<file path="src/rtl/core_refill_arb.sv">
// Round-robin arbiter sharing one memory bus between I-side and D-side line bursts.
// One owner holds the bus for BEATS beats, then gets a one-cycle DONE and a one-cycle re-request mask.
module core_refill_arb #(
    parameter  int ADDR_W = 32,
    parameter  int DATA_W = 32,
    parameter  int BEATS  = 4,
    localparam int IDX_W  = $clog2(BEATS)
) (
    input  logic              SYSCLK,
    input  logic              RESET_D1_R,
    input  logic              ARB_HOLD,
    input  logic              I_REQ,
    input  logic [ADDR_W-1:0] I_ADDR,
    output logic              I_BEAT_VAL,
    output logic              I_DONE,
    input  logic              D_REQ,
    input  logic              D_WR,
    input  logic [ADDR_W-1:0] D_ADDR,
    input  logic [DATA_W-1:0] D_WDATA,
    output logic              D_BEAT_VAL,
    output logic              D_DONE,
    output logic              MEM_REQ,
    output logic              MEM_WR,
    output logic [ADDR_W-1:0] MEM_ADDR,
    output logic [DATA_W-1:0] MEM_WDATA,
    input  logic              MEM_ACK,
    input  logic [DATA_W-1:0] MEM_RDATA,
    output logic [DATA_W-1:0] RDATA,
    output logic [IDX_W-1:0]  BEAT_IDX,
    output logic [1:0]        DBG_STATE
);

    localparam int               BYTE_SHIFT = $clog2(DATA_W / 8);
    localparam logic [IDX_W-1:0] LAST_IDX   = IDX_W'(BEATS - 1);

    typedef enum logic [1:0] {
        IDLE  = 2'd0,
        BURST = 2'd1,
        DONE  = 2'd2
    } state_t;

    state_t            state;
    state_t            state_nxt;
    logic              owner_d;     // 1: D-side owns the current/last burst
    logic              last_gnt_d;  // 1: D-side won the most recent grant
    logic              dir_wr;
    logic              mask_vld;    // first IDLE cycle after DONE: owner_d side is masked
    logic [ADDR_W-1:0] base_addr;
    logic [IDX_W-1:0]  beat_idx;

    logic              i_req_eff;
    logic              d_req_eff;
    logic              grant;
    logic              grant_d;
    logic              beat_ack;
    logic              last_beat;
    logic              in_burst;
    logic [ADDR_W-1:0] beat_off;

    always_comb begin
        i_req_eff = I_REQ & ~(mask_vld & ~owner_d);
        d_req_eff = D_REQ & ~(mask_vld & owner_d);
        grant     = (state == IDLE) & ~ARB_HOLD & (i_req_eff | d_req_eff);
        // On a tie the side that did not win last time takes the bus.
        grant_d   = d_req_eff & (~i_req_eff | ~last_gnt_d);
        in_burst  = (state == BURST);
        beat_ack  = in_burst & MEM_ACK;
        last_beat = (beat_idx == LAST_IDX);
        beat_off  = ADDR_W'(beat_idx) << BYTE_SHIFT;
    end

    always_comb begin
        state_nxt = state;
        unique case (state)
            IDLE:    if (grant) state_nxt = BURST;
            BURST:   if (beat_ack && last_beat) state_nxt = DONE;
            DONE:    state_nxt = IDLE;
            default: state_nxt = IDLE;
        endcase
    end

    always_ff @(posedge SYSCLK) begin
        if (RESET_D1_R) begin
            state      <= IDLE;
            owner_d    <= 1'b0;
            last_gnt_d <= 1'b0;
            dir_wr     <= 1'b0;
            mask_vld   <= 1'b0;
            base_addr  <= '0;
            beat_idx   <= '0;
        end else begin
            state    <= state_nxt;
            mask_vld <= (state == DONE);
            if (grant) begin
                owner_d    <= grant_d;
                last_gnt_d <= grant_d;
                base_addr  <= grant_d ? D_ADDR : I_ADDR;
                dir_wr     <= grant_d & D_WR;
                beat_idx   <= '0;
            end else if (beat_ack) begin
                beat_idx <= beat_idx + IDX_W'(1);
            end
        end
    end

    // Bus handshake: MEM_REQ stays high for the whole burst; a beat transfers in any
    // cycle where MEM_REQ and MEM_ACK are both high, and nothing advances otherwise.
    always_comb begin
        MEM_REQ    = in_burst;
        MEM_WR     = in_burst & dir_wr;
        MEM_ADDR   = in_burst ? (base_addr + beat_off) : '0;
        MEM_WDATA  = (in_burst & dir_wr) ? D_WDATA : '0;
        RDATA      = MEM_RDATA;
        I_BEAT_VAL = beat_ack & ~owner_d;
        D_BEAT_VAL = beat_ack & owner_d;
        I_DONE     = (state == DONE) & ~owner_d;
        D_DONE     = (state == DONE) & owner_d;
        BEAT_IDX   = beat_idx;
        DBG_STATE  = state;
    end

    assert property (@(posedge SYSCLK) disable iff (RESET_D1_R)
        state inside {IDLE, BURST, DONE});
    assert property (@(posedge SYSCLK) disable iff (RESET_D1_R)
        (state == DONE) |=> (state == IDLE));

endmodule
</file>
<file path="config.mk">
export PLATFORM = sky130hd
export DESIGN_NAME = core_refill_arb
export DESIGN_NICKNAME = d
export VERILOG_FILES = /design/src/rtl/core_refill_arb.sv
export SDC_FILE = /design/constraint.sdc
export NUM_CORES = 1
export LEC_CHECK = 0
export CORE_ASPECT_RATIO = 1.4
export CORE_MARGIN = 10
export CORE_UTILIZATION = 34
export CTS_CLUSTER_SIZE = 8
export DETAILED_ROUTE_END_ITERATION = 8
export PLACE_DENSITY = 0.84
export SLEW_MARGIN = 20
export SYNTH_ARGS = -nofsm -noshare
export SYNTH_HDL_FRONTEND = slang
export SYNTH_SLANG_ARGS = --single-unit
</file>
<file path="constraint.sdc">
create_clock -name SYSCLK -period 3.92 [get_ports SYSCLK]
set_clock_uncertainty 0.2 [all_clocks]
set_input_delay 0.784 -clock SYSCLK [delete_from_list [all_inputs] [get_ports SYSCLK]]
set_output_delay 0.784 -clock SYSCLK [all_outputs]
set_load 0.02 [all_outputs]
</file>
; ---- Word-level counts from Yosys, hierarchy flattened
; Cells that the tools add are included.
[word_totals]
memories = 0
ff_bits = 39
romBits = 0
ramBits = 0
latchBits = 0
input_bits = 135
[op_classes]
div_mod_pow = 0
magnitude_cmp = 0
n_addsub = 2
multipliers = 0
reduce_logical = 4
shifts = 0
n_mux = 6
n_eq_ne = 5
bitwise_logic = 21
[op_table]
columns = operator, count
row1 = 2-to-1 mux 32 bit, 3
row2 = adder 32 x 4 -> 32 bit, 1
row3 = AND 1 bit, 14
row4 = inverter 1 bit, 5
row5 = == test 2 bit (second input constant), 2
row6 = 2-to-1 mux 2 bit, 2
row7 = case mux 2 bit (2 select lines), 1
row8 = adder 2 x 1 -> 2 bit (second input constant), 1
row9 = == test 2 x 1 -> 1 bit (second input constant), 1
row10 = logical NOT 2 bit, 1
row11 = inequality test 2 x 1 -> 1 bit (second input constant), 1
row12 = inequality test 2 bit (second input constant), 1
row13 = bitwise OR 1 bit, 2
row14 = AND reduction 2 bit, 1
row15 = OR reduction 2 bit, 1
row16 = logical AND 1 bit, 1

; ---- Longest topological paths before layout
[depth]
ltp_word = 8
mapped_depth = 7
ltp_nobuf = 6

; ---- Worst setup path before layout
; No wires, ideal clock.
[synth_path]
kind = reg2out
startpoint = register beat_idx[0] (netlist: BEAT_IDX[0])
endpoint = output port MEM_ADDR[24]
n_path_buf = 1
path_stages_with_launch = 8
t_arrival_ns = 2.451
path_slack_ns = 0.485
path_cell_list = dfxtp_1 ha_1 fa_1 nand2_1 or3_4 buf_6 or4_1 a21oi_1
[synth_via]
elab_chain_cells = 2
[synth_lines]
columns = item, line
row1 = from (decl), 49  ; logic [IDX_W-1:0] beat_idx;
row2 = from (signal assigned), 101  ; beat_idx <= beat_idx + IDX_W'(1);
row3 = adder 32 x 4 -> 32 bit, 111  ; MEM_ADDR = in_burst ? (base_addr + beat_off) : '0;
row4 = 2-to-1 mux 32 bit, 111
row5 = to (decl), 24  ; output logic [ADDR_W-1:0] MEM_ADDR,
; No other way between the ends.

; ---- Worst setup path in the final report
[layout_path]
startpoint = register beat_idx[1] (netlist: BEAT_IDX[1])
endpoint = output port MEM_ADDR[19]
; Same word-level chain as after synthesis.

==> results.toml <==
[synth]
synth.avg_cell_area_um2 = 8.29
synth_top_area_share_pct = 26.8
synth_edf_count = 0
synthFlopType = "dfxtp_1"
yosysWarningCount = 0
synth_fp_nets = 490
ys_seq_area_share_pct = 26.8
synthTopCellsByCount = "39 x dfxtp_1, 34 x mux2i_1, 33 x and3_1"
syn_area_um2 = 2910
synthTopCellsByArea = "dfxtp_1 27%, mux2i_1 12%, o2bb2ai_1 9.6%, buf_4 8.3%, and3_1 7.1%"
synth_cell_types = 41
synth.most_common_cell = "dfxtp_1"
synth_cells = 351
synth-seq-cells = 39
synth-async-reset-ratio_pct = 0
synth.largest_area_cell = "dfxtp_1"

[clocking]
clk_pin_slew_ps = 60
cts_max_path_buffers = 2
cts_setup_buffers = 0
worstSkewPairLatency_ps = 280
holdBufCountCts = 0
cts_tree = "built"
ctsRootBufferMaster = "clkbuf_16"
cts_max_level = 2
cts.sinks = 39
numCtsBuffers = 5

[layout]
seq_area_um2 = 781
n_antenna_cell = 0
fillCellCount = 739
fin_nets = 632
multi_input_area_um2 = 1800
post-route-util_pct = 57.6
synthToLayoutAreaGrowth_pct = 63.3
drive_gt1_share_pct = 6.07

[setup_path]
setup.worst_path.class = "reg2out"
path_buf_inv = 1
endpoint_kind = "output pin"
cp.required_ps = 2940
cp_cell_sequence = "ha_1, a21oi_1, or3_1, or4_1, a21oi_1, clkdlybuf4s50_1"
critPathMaxStageDelay_ps = 640
cp_common_cell = "a21oi_1"
arrival_ps = 2780
critPathLaunchType = "flop"
cp_top_family = "simple AND/OR/NAND/NOR gates"
cp_max_fo = 5
crit_slowest_cell = "clkdlybuf4s50_1"

[placement]
dp_hpwl_mm = 9.44
io_buffers = 176
gp_congestion = 0.853

[sta]
final.setup.tns_ps = 0
tightest_slew_ps = 799
worst_hold_slack_ps = 254
setup_violations = 0
fin_crit_sh_pct = 95.9
finalCriticalPeriod_ps = 3760
hold_viol_final = 0
fmax_mhz = 266
drv_slew = 0
relSlewSlack_pct = 46.6
rsz0062_at_grt = "no"

[floorplan]
die_w_um = 98.2
ios = 241
rows = 39
initial_core_util_pct = 35.3
die_area_um2 = 12700
fp.dieH_um = 129
coreArea_um2 = 8250

[pwr]
power_density_nw_per_um2 = 261
power_w = 0.00124
irDropWorstVdd_mv = 0.198
power_leakage_nw = 1.89

[route]
drtPass1Iterations = 4
first_iter_violations = 146
vias = 3156
routed_wl_mm = 11.6
drc_errors = 0
antenna_left = 0
viasPerCell = 5.30
wl_per_cell_um = 19.4

[global_routing]
grt_pass1_wl_mm = 17.9
first_global_vias = 3195
grt_max_degree = 41
antenna_found_initial = 0
grt_overflow_total = 0
grt.total_usage_pct = 17.1

[run_status]
outcome = "complete, no violations"

[job]
maxCapViolCount = 0

[min_path]
hp-class = "reg2reg"
cells in the final DEF, fill, tap and decap left out, drive strengths merged, types with 10 or more instances in the layout:
cell and count:
nand3 10, a21oi 19, and2 10, mux2i 34, dfxtp 39, nand2 21, and3 33, nor2 17
o2bb2ai 32, buf 12, clkdlybuf4s50 169
flip-flops by register name (all words and copies together), names as in the netlist:
register and count:
mask_vld 1, last_gnt_d 1, dir_wr 1, BEAT_IDX 2
base_addr 32, DBG_STATE 2
path summary, 6_finish.rpt:
check / startpoint / depth (start not counted) / slack (ps) / end
worst max-delay path: BEAT_IDX[1] / 6 / 160 / MEM_ADDR[19]
worst min-delay path: base_addr[0] / 1 / 250 / base_addr[0]
worst max register to register: last_gnt_d / 5 / 1750 / base_addr[25]
worst min register to register: base_addr[0] / 1 / 250 / base_addr[0]
per-layer routing:
metal | part of all wire [%] | GRT usage (%) | up-vias
li1 | - | - | 1550
met1 | 38 | 18.5 | 1445
met2 | 52 | 31.6 | 133
met3 | 7.6 | 4.41 | 28
met4 | 2.9 | 6.09 | 0
met5 | 0 | 0 | -
through the flow:
stage          instances  instance area (um^2)  setup slack, ps
2_1_floorplan        351                  2910              485
3_3_place_gp         588                  4580              189
3_5_place_dp         588                  4580              154
4_1_cts              596                  4740             63.2
5_1_grt              596                  4750             20.3
6_report             596                  4750              161
logic make-up after synthesis:
group	after synthesis	share of synthesized area [%]
and+or+nand+nor	130	25.8
AOI/OAI and AO/OA	75	18.7
buffers and inverters	59	12.0
DFF	39	26.8
muxes	34	11.7
xor gates and xnor gates	10	3.01
adders and majority gates	4	1.98
where the power goes:
group	internal (W)	leakage, nW	total (W)	switching [W]
clock network	0.000316	0.0868	0.000472	0.000156
registers	0.000424	0.319	0.000460	0.0000357
logic	0.000174	1.48	0.000306	0.000132
total	0.000914	1.89	0.00124	0.000323
timing repair:
item                       4_1_cts  5_1_grt
pin swaps                        0        0
hold endpoints to repair         0        0
resized for setup                5        5
setup endpoints to repair        5        4
cell type report:
type / instances / share of cell area, %
well taps: 102 / 2.69
clock buffers: 6 / 2.92
flip-flops and latches: 39 / 16.4
multi-input cells: 253 / 37.9
clock inverters: 2 / 0.738
inverters: 6 / 0.474
repair buffers: 188 / 38.9
Power figures use the tool's default switching activity.
==> RTL edit 1 (config.mk and constraints unchanged) <==
Make the reset (`RESET_D1_R`) asynchronous in one clocked block.
--- a/src/rtl/core_refill_arb.sv
+++ b/src/rtl/core_refill_arb.sv
@@ -80,5 +80,5 @@
     end
 
-    always_ff @(posedge SYSCLK) begin
+    always_ff @(posedge SYSCLK or posedge RESET_D1_R) begin
         if (RESET_D1_R) begin
             state      <= IDLE;
Formal check against the unedited RTL: differs if RESET_D1_R is asserted again (counterexample within 4 cycles, from zero or initial values and one cycle with RESET_D1_R high); with RESET_D1_R held inactive, the same outputs for 10 cycles.
==> RTL edit 1 against the unedited design <==
  * Sequential share of layout area increased by 3.5 points
  * Synthesized cell count increased by 8.5%
  * Sequential cell count unchanged
  * Worst setup slack got worse by 0.035 ns
  * Non-clock buffer count unchanged
  * Routed wire length increased by 11%
  * Design area increased by 3.1%
  * Hold slack improved by 0.074 ns
  * Synthesized area increased by 5.4%
  * Critical path type unchanged
  * Critical endpoint is now MEM_ADDR[30]
  * Largest cell class unchanged
Power is not compared: it rests on default switching activity, and its combinational part moved more than twofold at a synthesized area within 25%.
==> RTL edit 1: results (changes against the unedited design) <==
Global Route Usage Sum=18.20% (was 17.12%); internal power=1.926 mW; cts bufs inserted=5 (unchanged); Top reg by flops=base_addr (unchanged); Adder-Cell Fraction of Synth Area=1.877% (was 1.978%); worst slew pin tran=0.7082 ns (was 0.7994 ns); initial antenna violation count=1 (was 0); worst hold path type=flip-flop to flip-flop (unchanged); Root Buffer=clkbuf_16 (unchanged); number of DRC markers in iteration 0=78 (was 146); Largest register FFs=32 (unchanged); family with the most delay on the worst path=buffers and inverters (was simple AND/OR/NAND/NOR gates); DP Wirelength=10.84 mm (was 9.444 mm); first-pass GRT wire length=19.04 mm (was 17.85 mm); main area contributors after synthesis=dfrtp_1 (32%), mux2i_1 (12%), a21oi_1 (7.8%) (was dfxtp_1 (27%), mux2i_1 (12%), o2bb2ai_1 (9.6%)); # resized after CTS=8 (was 5); Worst IR Drop VDD=428.6 uV; clock slew at reported path FFs=0.06 ns (about the same); Clock Latency Late Sink=0.28 ns (about the same); share of layout cells above drive strength 1=4.423% (was 6.073%); crit-path max FO=6 (was 5); number of diodes=0 (unchanged); wire per inst=20.53 um (was 19.42 um); Synth Area in Compound Gates=12.53% (was 18.71%); Synthesized Nets=520 (was 490); largest net degree at the start of global routing=71 (was 41); FFs w/ async S/R, synth=100.0% (was 0%); routed via count=3,275 (was 3,156); GP Congestion=0.8078 (was 0.8534); list of most frequent post-synthesis cells=nor2_1 (49), a21oi_1 (48), dfrtp_1 (39) (was dfxtp_1 (39), mux2i_1 (34), and3_1 (33)); Data arrival, critical path=2.81 ns (was 2.78 ns); Crit-path slowest cell=clkdlybuf4s50_1 (unchanged); CTS max path bufs=2 (unchanged); vias in the first global route=3,357 (was 3,195); Hold Buf Count CTS=0 (unchanged); multiplexer share of the synthesized area=11.75% (was 11.70%); run status=completed (unchanged); H-tree depth=2 (unchanged); fillers=816 (was 739); Synth Area in XOR/XNOR=3.142% (was 3.011%); Final #Nets=658 (was 632); port bufs=176 (unchanged); synth unique cells=36 (was 41); Warnings, synthesis=0 (unchanged); post-synthesis sequential area ratio=31.82% (was 26.84%); LEAKAGE=2.157 nW; setup bufs post-CTS=0 (unchanged); crit-path max cell delay=0.63 ns; TritonRoute pass-1 iters=4 (unchanged)
-- RTL edit 1: cell types whose count changed in the layout (fill, tap and decap cells not counted), moves of 8 or more --
cell and change:
dfrtp_1 +39, dfxtp_1 -39, nor2_1 +32, o2bb2ai_1 -32, a21oi_1 +30, or3_1 +8
-- RTL edit 1: power groups by stage --
| stage | clock, mW | combinational, mW | sequential (mW) |
|---|---|---|---|
| after floorplan | 0 | 1.37 | 0.784 |
| after global placement | 0 | 2.34 | 0.837 |
| after detailed placement | 0 | 2.38 | 0.856 |
| after CTS | 0.429 | 2.36 | 0.852 |
| after global routing | 0.447 | 2.52 | 0.898 |
| final | 0.422 | 2.32 | 0.853 |
-- RTL edit 1: worst paths after layout --
| kind | from | end | slack (ns) | cells past startpoint |
|---|---|---|---|---|
| max in group asynchronous | RESET_D1_R | base_addr[30] | 2.22 | 3 |
| setup reg to reg | DBG_STATE[0] | last_gnt_d | 1.73 | 4 |
| setup / recovery | BEAT_IDX[0] | MEM_ADDR[30] | 0.13 | 8 |
| hold reg to reg | DBG_STATE[0] | mask_vld | 0.33 | 1 |
| hold / removal | DBG_STATE[0] | mask_vld | 0.33 | 1 |
| min in group asynchronous | RESET_D1_R | base_addr[7] | 0.64 | 2 |
-- RTL edit 1: area by class of cell --
| type | instances | area [um^2] | area share, % |
|---|---|---|---|
| clock buffer | 8 | 156.4 | 3.195 |
| inverter | 6 | 22.52 | 0.4601 |
| multi-input combinational | 279 | 1753 | 35.81 |
| sequential | 39 | 975.9 | 19.94 |
| tap | 105 | 131.4 | 2.684 |
| timing repair buffer | 188 | 1856 | 37.91 |
-- RTL edit 1: layer usage --
metal  vias up  track usage, %  wire, um
met5         -               0        12
met4         2           4.331       201
met3        18           10.86      1805
met2       163           34.21      6870
met1      1499           15.48      3938
li1       1593               -         -
-- RTL edit 1: worst reg2reg max path: cells and delay by family (launching register included) --
kind                   cells  cell delay, ns
AOI/OAI and AO/OA          1            0.22
buffers and inverters      1            0.55
DFF                        1            0.41
muxes                      1            0.28
and+or+nand+nor            1            0.44
-- RTL edit 1: logic make-up after synthesis --
family / Yosys count
compound gates: 70
simple gates: 158
flops: 39
mux: 36
buf+inv: 63
fa+ha+maj: 4
xor+xnor: 11
-- RTL edit 1: stage by stage --
stage / hold WS, ns / utilization [%] / setup WS (ns) / instance area (um^2) / instances
2_1_floorplan: 0.2870 / - / 0.6219 / 3067 / 381
3_3_place_gp: 0.3069 / 54.31 / 0.2430 / 4730 / 617
3_5_place_dp: 0.3194 / 54.31 / 0.2278 / 4730 / 617
4_1_cts: 0.3326 / 56.06 / 0.006396 / 4882 / 625
5_1_grt: 0.3558 / 56.21 / 0.03888 / 4895 / 625
6_report: 0.3284 / 56.21 / 0.1256 / 4895 / 625
==> RTL edit 2 (same settings) <==
Made on the original files. The parameter `DATA_W` goes from 32 to 64.
--- a/src/rtl/core_refill_arb.sv
+++ b/src/rtl/core_refill_arb.sv
@@ -3,5 +3,5 @@
 module core_refill_arb #(
     parameter  int ADDR_W = 32,
-    parameter  int DATA_W = 32,
+    parameter  int DATA_W = 64,
     parameter  int BEATS  = 4,
     localparam int IDX_W  = $clog2(BEATS)
Interface: changed (resized D_WDATA, MEM_RDATA, MEM_WDATA and RDATA); port bits go from 241 to 369. No check against the original RTL was run, so the function may have changed too.
==> RTL edit 2 against the unedited design <==
  * Combinational power is 26% higher
  * Hold slack gained 0.044 ns
  * Largest power group is now registers
  * Power is 2.3% higher
  * Critical endpoint is now MEM_ADDR[17]
  * Routed wire length is 53% higher
  * Design area increased by 19%
  * Sequential cell count unchanged
  * Worst setup slack gained 0.019 ns
  * Synthesized area grew 17%
==> RTL edit 2: results (changes against the unedited design) <==
WL met3=2.034 mm (was 881 um); GRT met2 Usage=40.67% (was 31.56%); post-synthesis sequential area ratio=22.87% (was 26.84%); pre-CTS WS=0.3283 ns (was 0.1543 ns); share of layout cells above drive strength 1=3.882% (was 6.073%); port bufs=240 (was 176); r2r endpoint=base_addr[21] (was base_addr[25]); number of DRC markers in iteration 0=145 (was 146); M1 GR Usage=20.52% (was 18.46%); routed via count=4,064 (was 3,156); number of multi-input logic gates=340 (was 253); family with the most delay on the worst path=buffers and inverters (was simple AND/OR/NAND/NOR gates); Tapcells=135 (was 102); top routing layer used=met5 (was met4); Global Route Usage Sum=22.73% (was 17.12%); Placed Cells=771 (was 588); crit-path max FO=6 (was 5); vias per cell=5.217 (was 5.295); WHS=0.2978 ns (was 0.2540 ns); DP Wirelength=14.93 mm (was 9.444 mm); main area contributors after synthesis=dfxtp_1 (23%), buf_4 (14%), and3_1 (12%) (was dfxtp_1 (27%), mux2i_1 (12%), o2bb2ai_1 (9.6%)); GP Congestion=0.8794 (was 0.8534); Worst slew margin=70.60% (was 46.63%); Worst IR Drop VDD=213.4 uV (was 198.1 uV); Signal buffers=252 (was 188); Critical Path Sink=MEM_ADDR[17] (was MEM_ADDR[19]); Final #Nets=846 (was 632); Reg-to-Reg Start=DBG_STATE[1] (was last_gnt_d); Signal buf overhead=44.95% (was 38.88%); largest net degree at the start of global routing=71 (was 41); Placed Area=0.005470 mm^2 (was 0.004576 mm^2); Inverters=5 (was 6); synth unique cells=35 (was 41); clk tree area frac=2.685% (was 3.662%); area of the multi-input gates=0.001984 mm^2 (was 0.001798 mm^2); crit-path max cell delay=0.67 ns (was 0.64 ns); Met2 Wirelength=9.028 mm (was 6.008 mm); clk_buf instances=7 (was 6); # resized after CTS=0 (was 5); run status=completed (unchanged); Routed Wire Length=17.69 mm (was 11.57 mm)
==> RTL edit 2: report_power, final <==
part	internal (mW)	switching (mW)	leakage (nW)	total, mW
sequential	0.429	0.0379	0.321	0.467
combinational	0.212	0.172	1.93	0.385
clock	0.255	0.160	0.0741	0.415
==> RTL edit 2: kinds of logic after synthesis <==
group	share of synthesized area [%]
multiplexers	0.8795
adder cells (fa/ha/maj)	1.686
flip-flops	22.87
AND/OR/NAND/NOR	37.67
buffers and inverters	19.24
XOR/XNOR	3.591
AO/OA/AOI/OAI	14.07
==> RTL edit 2: worst min-delay path by stage <==
| stage | startpoint | endpoint | depth (start not counted) |
|---|---|---|---|
| 2_1_floorplan | base_addr[0] | base_addr[0] | 2 |
| 3_3_place_gp | base_addr[1] | base_addr[1] | 2 |
| 3_5_place_dp | base_addr[2] | base_addr[2] | 2 |
| 4_1_cts | base_addr[2] | base_addr[2] | 2 |
| 5_1_grt | base_addr[0] | base_addr[0] | 2 |
| 6_report | base_addr[2] | base_addr[2] | 2 |
